## config.mk

```make
export PLATFORM = sky130hd
export DESIGN_NAME = store_unit_flat
export DESIGN_NICKNAME = d
export VERILOG_FILES = /design/src/rtl/store_unit_pkg.sv /design/src/rtl/store_unit_if.sv /design/src/rtl/store_lane_align.sv /design/src/rtl/store_unit.sv /design/src/flat_wrapper.sv
export SDC_FILE = /design/constraint.sdc
export NUM_CORES = 1
export LEC_CHECK = 0
export CAP_MARGIN = 40
export CORE_MARGIN = 2
export CORE_UTILIZATION = 40
export CTS_CLUSTER_SIZE = 40
export DETAILED_ROUTE_END_ITERATION = 8
export HOLD_SLACK_MARGIN = 0.03
export PLACE_DENSITY = 0.72
export SETUP_SLACK_MARGIN = 0.5
export SLEW_MARGIN = 40
export SYNTH_ARGS = -nofsm -noshare
export SYNTH_HDL_FRONTEND = slang
export SYNTH_HIERARCHICAL = 1
export SYNTH_SLANG_ARGS = --single-unit
export TNS_END_PERCENT = 5
```

## constraint.sdc

```tcl
create_clock -name clk -period 2.1 [get_ports clk]
set_input_delay 0.21 -clock clk [delete_from_list [all_inputs] [get_ports clk]]
set_output_delay 0.21 -clock clk [all_outputs]
set_load 0.01 [all_outputs]
```

## src/rtl/store_unit_pkg.sv

```systemverilog
// Shared instruction-id and state-encoding defines plus store_unit types.
// Optional feature macro used by this block: STORE_MISALIGN_TRAP_EN.
`ifndef STORE_UNIT_DEFINES
`define STORE_UNIT_DEFINES
`define INST_ID_LEN 6
`define NONE_ID     6'd0
`define SB_ID       6'd20
`define SH_ID       6'd21
`define SW_ID       6'd22
`define On          1'b1
`define Off         1'b0
`define ST_IDLE     2'd0
`define ST_REQ      2'd1
`define ST_RESP     2'd2
`endif

package store_unit_pkg;

  typedef logic [`INST_ID_LEN-1:0] inst_id_t;

  typedef enum logic [1:0] {
    StIdle = `ST_IDLE,
    StReq  = `ST_REQ,
    StResp = `ST_RESP
  } state_e;

  // True only for the ids this unit executes.
  function automatic logic is_store(inst_id_t id);
    return (id == `SB_ID) || (id == `SH_ID) || (id == `SW_ID);
  endfunction

endpackage

```

## src/rtl/store_unit_if.sv

```systemverilog
// Data-memory write port: req/gnt request phase, rvalid/err completion phase.
interface store_unit_if #(
  parameter int unsigned ADDR_W = 32
) ();
  logic              req;
  logic              gnt;
  logic              we;
  logic [ADDR_W-1:0] addr;
  logic [3:0]        be;
  logic [31:0]       wdata;
  logic              rvalid;
  logic              err;

  modport master (output req, we, addr, be, wdata, input gnt, rvalid, err);
  modport slave  (input req, we, addr, be, wdata, output gnt, rvalid, err);
endinterface

```

## src/rtl/store_lane_align.sv

```systemverilog
// Byte-lane formation for SB/SH/SW: byte enables, replicated data, misalign flag.
module store_lane_align
  import store_unit_pkg::*;
(
  input  inst_id_t    id_i,
  input  logic [1:0]  offset_i,
  input  logic [31:0] wdata_i,
  output logic [3:0]  be_o,
  output logic [31:0] wdata_o,
  output logic        misalign_o
);

  // Decode the access size into lanes; unknown ids produce no lanes.
  always_comb begin
    be_o       = 4'b0000;
    wdata_o    = 32'h0;
    misalign_o = 1'b0;
    case (id_i)
      `SB_ID: begin
        be_o    = 4'b0001 << offset_i;
        wdata_o = {4{wdata_i[7:0]}};
      end
      `SH_ID: begin
        be_o       = offset_i[1] ? 4'b1100 : 4'b0011;
        wdata_o    = {2{wdata_i[15:0]}};
        misalign_o = offset_i[0];
      end
      `SW_ID: begin
        be_o       = 4'b1111;
        wdata_o    = wdata_i;
        misalign_o = |offset_i;
      end
      default: ;
    endcase
  end

endmodule

```

## src/rtl/store_unit.sv

```systemverilog
// Store side of the MEM stage: issues one aligned write on the dmem bus and
// stalls the pipeline until it completes, errors or times out.
// Optional: STORE_MISALIGN_TRAP_EN traps misaligned SH/SW instead of issuing.
module store_unit
  import store_unit_pkg::*;
#(
  parameter int unsigned ADDR_W  = 32,
  parameter int unsigned TIMEOUT = 255
) (
  input  logic              clk,
  input  logic              rst,
  input  logic              st_valid_i,
  output logic              st_ready_o,
  input  inst_id_t          instr_id_i,
  input  logic [ADDR_W-1:0] addr_i,
  input  logic [31:0]       wdata_i,
  store_unit_if.master      dmem,
  output logic              stall_o,
  output logic              done_o,
  output logic              exc_o,
  output logic [ADDR_W-1:0] exc_addr_o
);

  localparam int unsigned CntW = $clog2(TIMEOUT + 1);

  state_e            state_q, state_d;
  logic [CntW-1:0]   cnt_q, cnt_d;
  logic [ADDR_W-1:0] waddr_q, raw_q, exc_addr_q;
  logic [3:0]        be_q, lane_be;
  logic [31:0]       wdata_q, lane_wdata;
  logic              mis_q, lane_mis, trap, accept, timeout, resp;

  store_lane_align u_lane (
    .id_i       (instr_id_i),
    .offset_i   (addr_i[1:0]),
    .wdata_i    (wdata_i),
    .be_o       (lane_be),
    .wdata_o    (lane_wdata),
    .misalign_o (lane_mis)
  );

`ifdef STORE_MISALIGN_TRAP_EN
  assign trap = lane_mis;
`else
  // Misalignment is tolerated: the word address and lane decode already
  // ignore the bits that natural alignment would clear.
  assign trap = lane_mis & `Off;
`endif

  assign accept  = st_valid_i && st_ready_o && is_store(instr_id_i);
  assign timeout = (cnt_q == CntW'(TIMEOUT));

  // Everything is gated by rst so an abandoned transaction cannot pulse.
  assign st_ready_o = !rst && (state_q == StIdle);
  assign stall_o    = !rst && ((state_q != StIdle) || (st_valid_i && is_store(instr_id_i)));
  assign dmem.req   = !rst && (state_q == StReq);
  assign dmem.we    = dmem.req;
  assign dmem.addr  = waddr_q;
  assign dmem.be    = be_q;
  assign dmem.wdata = wdata_q;

  assign resp       = !rst && (state_q == StResp) && dmem.rvalid;
  assign done_o     = resp && !dmem.err;
  assign exc_o      = (resp && dmem.err)
                    || (!rst && (state_q == StResp) && !dmem.rvalid && timeout)
                    || (!rst && mis_q);
  // Faulting address is visible in the same cycle as the pulse, then held.
  assign exc_addr_o = exc_o ? raw_q : exc_addr_q;

  // State, timeout counter and captured transaction registers.
  always_ff @(posedge clk) begin
    if (rst) begin
      state_q    <= StIdle;
      cnt_q      <= '0;
      waddr_q    <= '0;
      raw_q      <= '0;
      exc_addr_q <= '0;
      be_q       <= 4'b0000;
      wdata_q    <= 32'h0;
      mis_q      <= 1'b0;
    end else begin
      state_q <= state_d;
      cnt_q   <= cnt_d;
      mis_q   <= accept && trap;
      if (accept) begin
        waddr_q <= {addr_i[ADDR_W-1:2], 2'b00};
        raw_q   <= addr_i;
        be_q    <= lane_be;
        wdata_q <= lane_wdata;
      end
      if (exc_o) exc_addr_q <= raw_q;
    end
  end

  // Next-state and counter update.
  always_comb begin
    state_d = state_q;
    cnt_d   = cnt_q;
    unique case (state_q)
      StIdle: begin
        if (accept && !trap) state_d = StReq;
      end
      StReq: begin
        if (dmem.gnt) begin
          state_d = StResp;
          cnt_d   = '0;
        end
      end
      StResp: begin
        if (dmem.rvalid || timeout) state_d = StIdle;
        else                        cnt_d   = cnt_q + CntW'(1);
      end
      default: state_d = StIdle;
    endcase
  end

endmodule

```

## src/flat_wrapper.sv

```systemverilog
// flat-port wrapper written by rule: the top's interface ports become plain ports
module store_unit_flat import store_unit_pkg::*;
#(
  parameter int unsigned ADDR_W  = 32,
  parameter int unsigned TIMEOUT = 255
)
  (clk, rst, st_valid_i, st_ready_o, instr_id_i, addr_i, wdata_i, stall_o, done_o, exc_o, exc_addr_o, dmem_req, dmem_we, dmem_addr, dmem_be, dmem_wdata, dmem_gnt, dmem_rvalid, dmem_err);
  store_unit_if #(.ADDR_W(ADDR_W)) dmem_i ();
  input  logic clk;
  input  logic rst;
  input  logic st_valid_i;
  output logic st_ready_o;
  input  inst_id_t instr_id_i;
  input  logic [ADDR_W-1:0] addr_i;
  input  logic [31:0] wdata_i;
  output logic stall_o;
  output logic done_o;
  output logic exc_o;
  output logic [ADDR_W-1:0] exc_addr_o;
  output wire logic [$bits(dmem_i.req)-1:0] dmem_req;
  output wire logic [$bits(dmem_i.we)-1:0] dmem_we;
  output wire logic [$bits(dmem_i.addr)-1:0] dmem_addr;
  output wire logic [$bits(dmem_i.be)-1:0] dmem_be;
  output wire logic [$bits(dmem_i.wdata)-1:0] dmem_wdata;
  input wire logic [$bits(dmem_i.gnt)-1:0] dmem_gnt;
  input wire logic [$bits(dmem_i.rvalid)-1:0] dmem_rvalid;
  input wire logic [$bits(dmem_i.err)-1:0] dmem_err;
  assign dmem_req = dmem_i.req;
  assign dmem_we = dmem_i.we;
  assign dmem_addr = dmem_i.addr;
  assign dmem_be = dmem_i.be;
  assign dmem_wdata = dmem_i.wdata;
  assign dmem_i.gnt = dmem_gnt;
  assign dmem_i.rvalid = dmem_rvalid;
  assign dmem_i.err = dmem_err;
  store_unit #(.ADDR_W(ADDR_W), .TIMEOUT(TIMEOUT)) u_core (.clk(clk), .rst(rst), .st_valid_i(st_valid_i), .st_ready_o(st_ready_o), .instr_id_i(instr_id_i), .addr_i(addr_i), .wdata_i(wdata_i), .dmem(dmem_i), .stall_o(stall_o), .done_o(done_o), .exc_o(exc_o), .exc_addr_o(exc_addr_o));
endmodule
```

==> metrics.txt <==
outcome=finished with violations; failing checks=setup timing; TritonCTS buffer count=9; post-DP HPWL=roughly 10000 um; min Tclk post-route=approximately 2300 ps; Cells after Synth=700; peak supply drop=around 320 uV; hold crit path type=in -> reg; Fmax=approximately 440 MHz; final setup fails=32; FF/Latch Area=~2200 um2; Final Util=a little under three fifths; wire per inst=about 15 um; GRT Max-Usage Layer=met2; DR iter-0 viols=between 300 and 400; yosys warns=6; Root Driver=clkbuf_16; Ports=between 150 and 200; met2 Usage GRT=~31%; row count=44; vias in the first global route=4772; # DRC=0; share of cells above drive strength 1=a little under a fifth; GPL Wtd Cong=between 0.8 and 0.9; Final TNS setup=-4550 ps; clk sink count=110; initial antenna violation count=0; Final Hold Fails=0; Die W=125 um; combinational share of power=under 10%; Tot GR Track Use=between 10% and 20%; # hold bufs at CTS=0; area occupied by multi-input gates=2930 um2; Slew Viols, Final=0; Reg clk slew, reported paths=approximately 70 ps; Final nets=between 900 and 1000; sw power=0.958 mW; # H-tree levels=3; ant diodes=0; Worst-Skew Late Latency=~350 ps; die area=~16000 um2; Initial Util=between 40 and 50%; TritonCTS clock tree=built; skew final=roughly 8.8 ps; vias per inst=roughly 5; design area=around 8200 um2; sequential power share=just over 50%; remaining global-route overflow=0; routed wire length=around 15000 um; leak pwr=roughly 3.4 nW; grt met1 use=around a quarter; Max Cap Violations=0; core area=around 14000 um2; dpl cell area=around 7600 um2; Die Height=around 120 um; area growth from synthesis to layout=41.3%; Place WS=-215 ps; met3 Use GR=between 5 and 6%; Power Dens Cells=503 nW/um2; CP max FO=8; Period Utilization, post-route=109%; CP startpoint kind=flop; Clk pwr share=between 30% and 40%; mapped cell area=a little under 6000 um2; Worst EP arrival=~2100 ps; number of fill cells=about 1300; total number of vias=5193; Avg Inst Size Synth=just over 8 um2; RSZ-0062 raised after global routing=yes; cell internal pwr=approximately 3.2 mW; final setup margin=-181 ps; DRT antenna net count=0; largest net degree at the start of global routing=slightly above 100; DR pass1 iterations=4; Required @ worst endpoint=around 1900 ps; first-pass GRT wire length=approximately 25000 um; clk buf depth=2; Crit Path Category=reg -> out; crit end category=output pin; Switching Fraction=a little under a quarter; I/O Buffers=approximately 180
-- final timing paths --
kind                                      start                                 end  slack [ps]  cells after the start
min                                  addr_i[21]       u_core/raw_q[21]$_SDFFE_PP0P_         420                      3
max                u_core/cnt_q[0]$_SDFFE_PP0P_                      exc_addr_o[29]        -180                      8
max reg2reg        u_core/cnt_q[0]$_SDFFE_PP0P_    u_core/exc_addr_q[11]$_SDFF_PP0_         400                      7
min reg2reg  u_core/dmem.wdata[24]$_SDFFE_PP0P_  u_core/dmem.wdata[24]$_SDFFE_PP0P_         460                      2
-- flip-flops by register name (all words and copies together) (netlist names) --
signal / count
u_core/dmem.wdata: 32
u_core/exc_addr_q: 32
u_core/dmem.be: 4
u_core/cnt_q: 8
u_core/raw_q: 32
u_core/state_q: 2
-- cell type report --
cell class,instances,area share [%]
flip-flops and latches,110,26.9
inverters,75,3.44
repair buffers,221,27.9
clock inverters,2,0.198
multi-input cells,429,35.6
clock buffers,14,3.21
well taps,184,2.80
-- metal layers --
layer  vias to the layer above  wire [um]  share of wire [%]
li1                       2631          -                  -
met1                      2371       7090                 46
met2                       176       6970                 45
met3                        15       1180                7.6
met4                         0        223                1.4
met5                         -          0                  0
-- power by group through the flow --
stage	logic (mW)	clock network [mW]	registers (mW)
floorplan	0.171	0	2.15
global placement	0.366	0	2.15
detailed placement	0.370	0	2.15
CTS	0.382	1.68	2.10
global route	0.423	1.77	2.10
finish	0.388	1.65	2.10
-- cells in the final DEF, fill, tap and decap left out, types with 10 or more instances in the layout --
cell,instances
nand2b_1,10
buf_4,27
nand2_1,40
mux2_4,29
a21boi_0,28
o21ai_0,63
inv_1,74
o21a_1,32
dfxtp_1,103
a21oi_1,27
and3_1,33
nand3_1,69
clkdlybuf4s50_1,140
buf_6,36
a21o_1,17
-- repair_timing --
item,CTS,global route
setup endpoints to repair,76,101
endpoints found under the hold margin,0,0
pin swaps,11,6
resized for setup,200,28
setup buffers,3,1
gates cloned,3,0
-- per-stage QoR --
stage               total power [mW]  hold WS [ps]  std cells
finish                          4.13           416       1035
detailed placement              2.52           453       1012
global route                    4.30           421       1035
global placement                2.51           448       1012
floorplan                       2.32           299        701
CTS                             4.16           408       1034
-- worst max-delay path, cell delays in order, from the launching register on --
cell,delay [ps]
dfxtp_2,350
ha_4,150
nand3_4,70
o31ai_4,270
nand2_4,140
buf_6,160
buf_16,140
mux2_4,300
buf_6,120
Note: power is estimated with default switching activity, not from simulation.
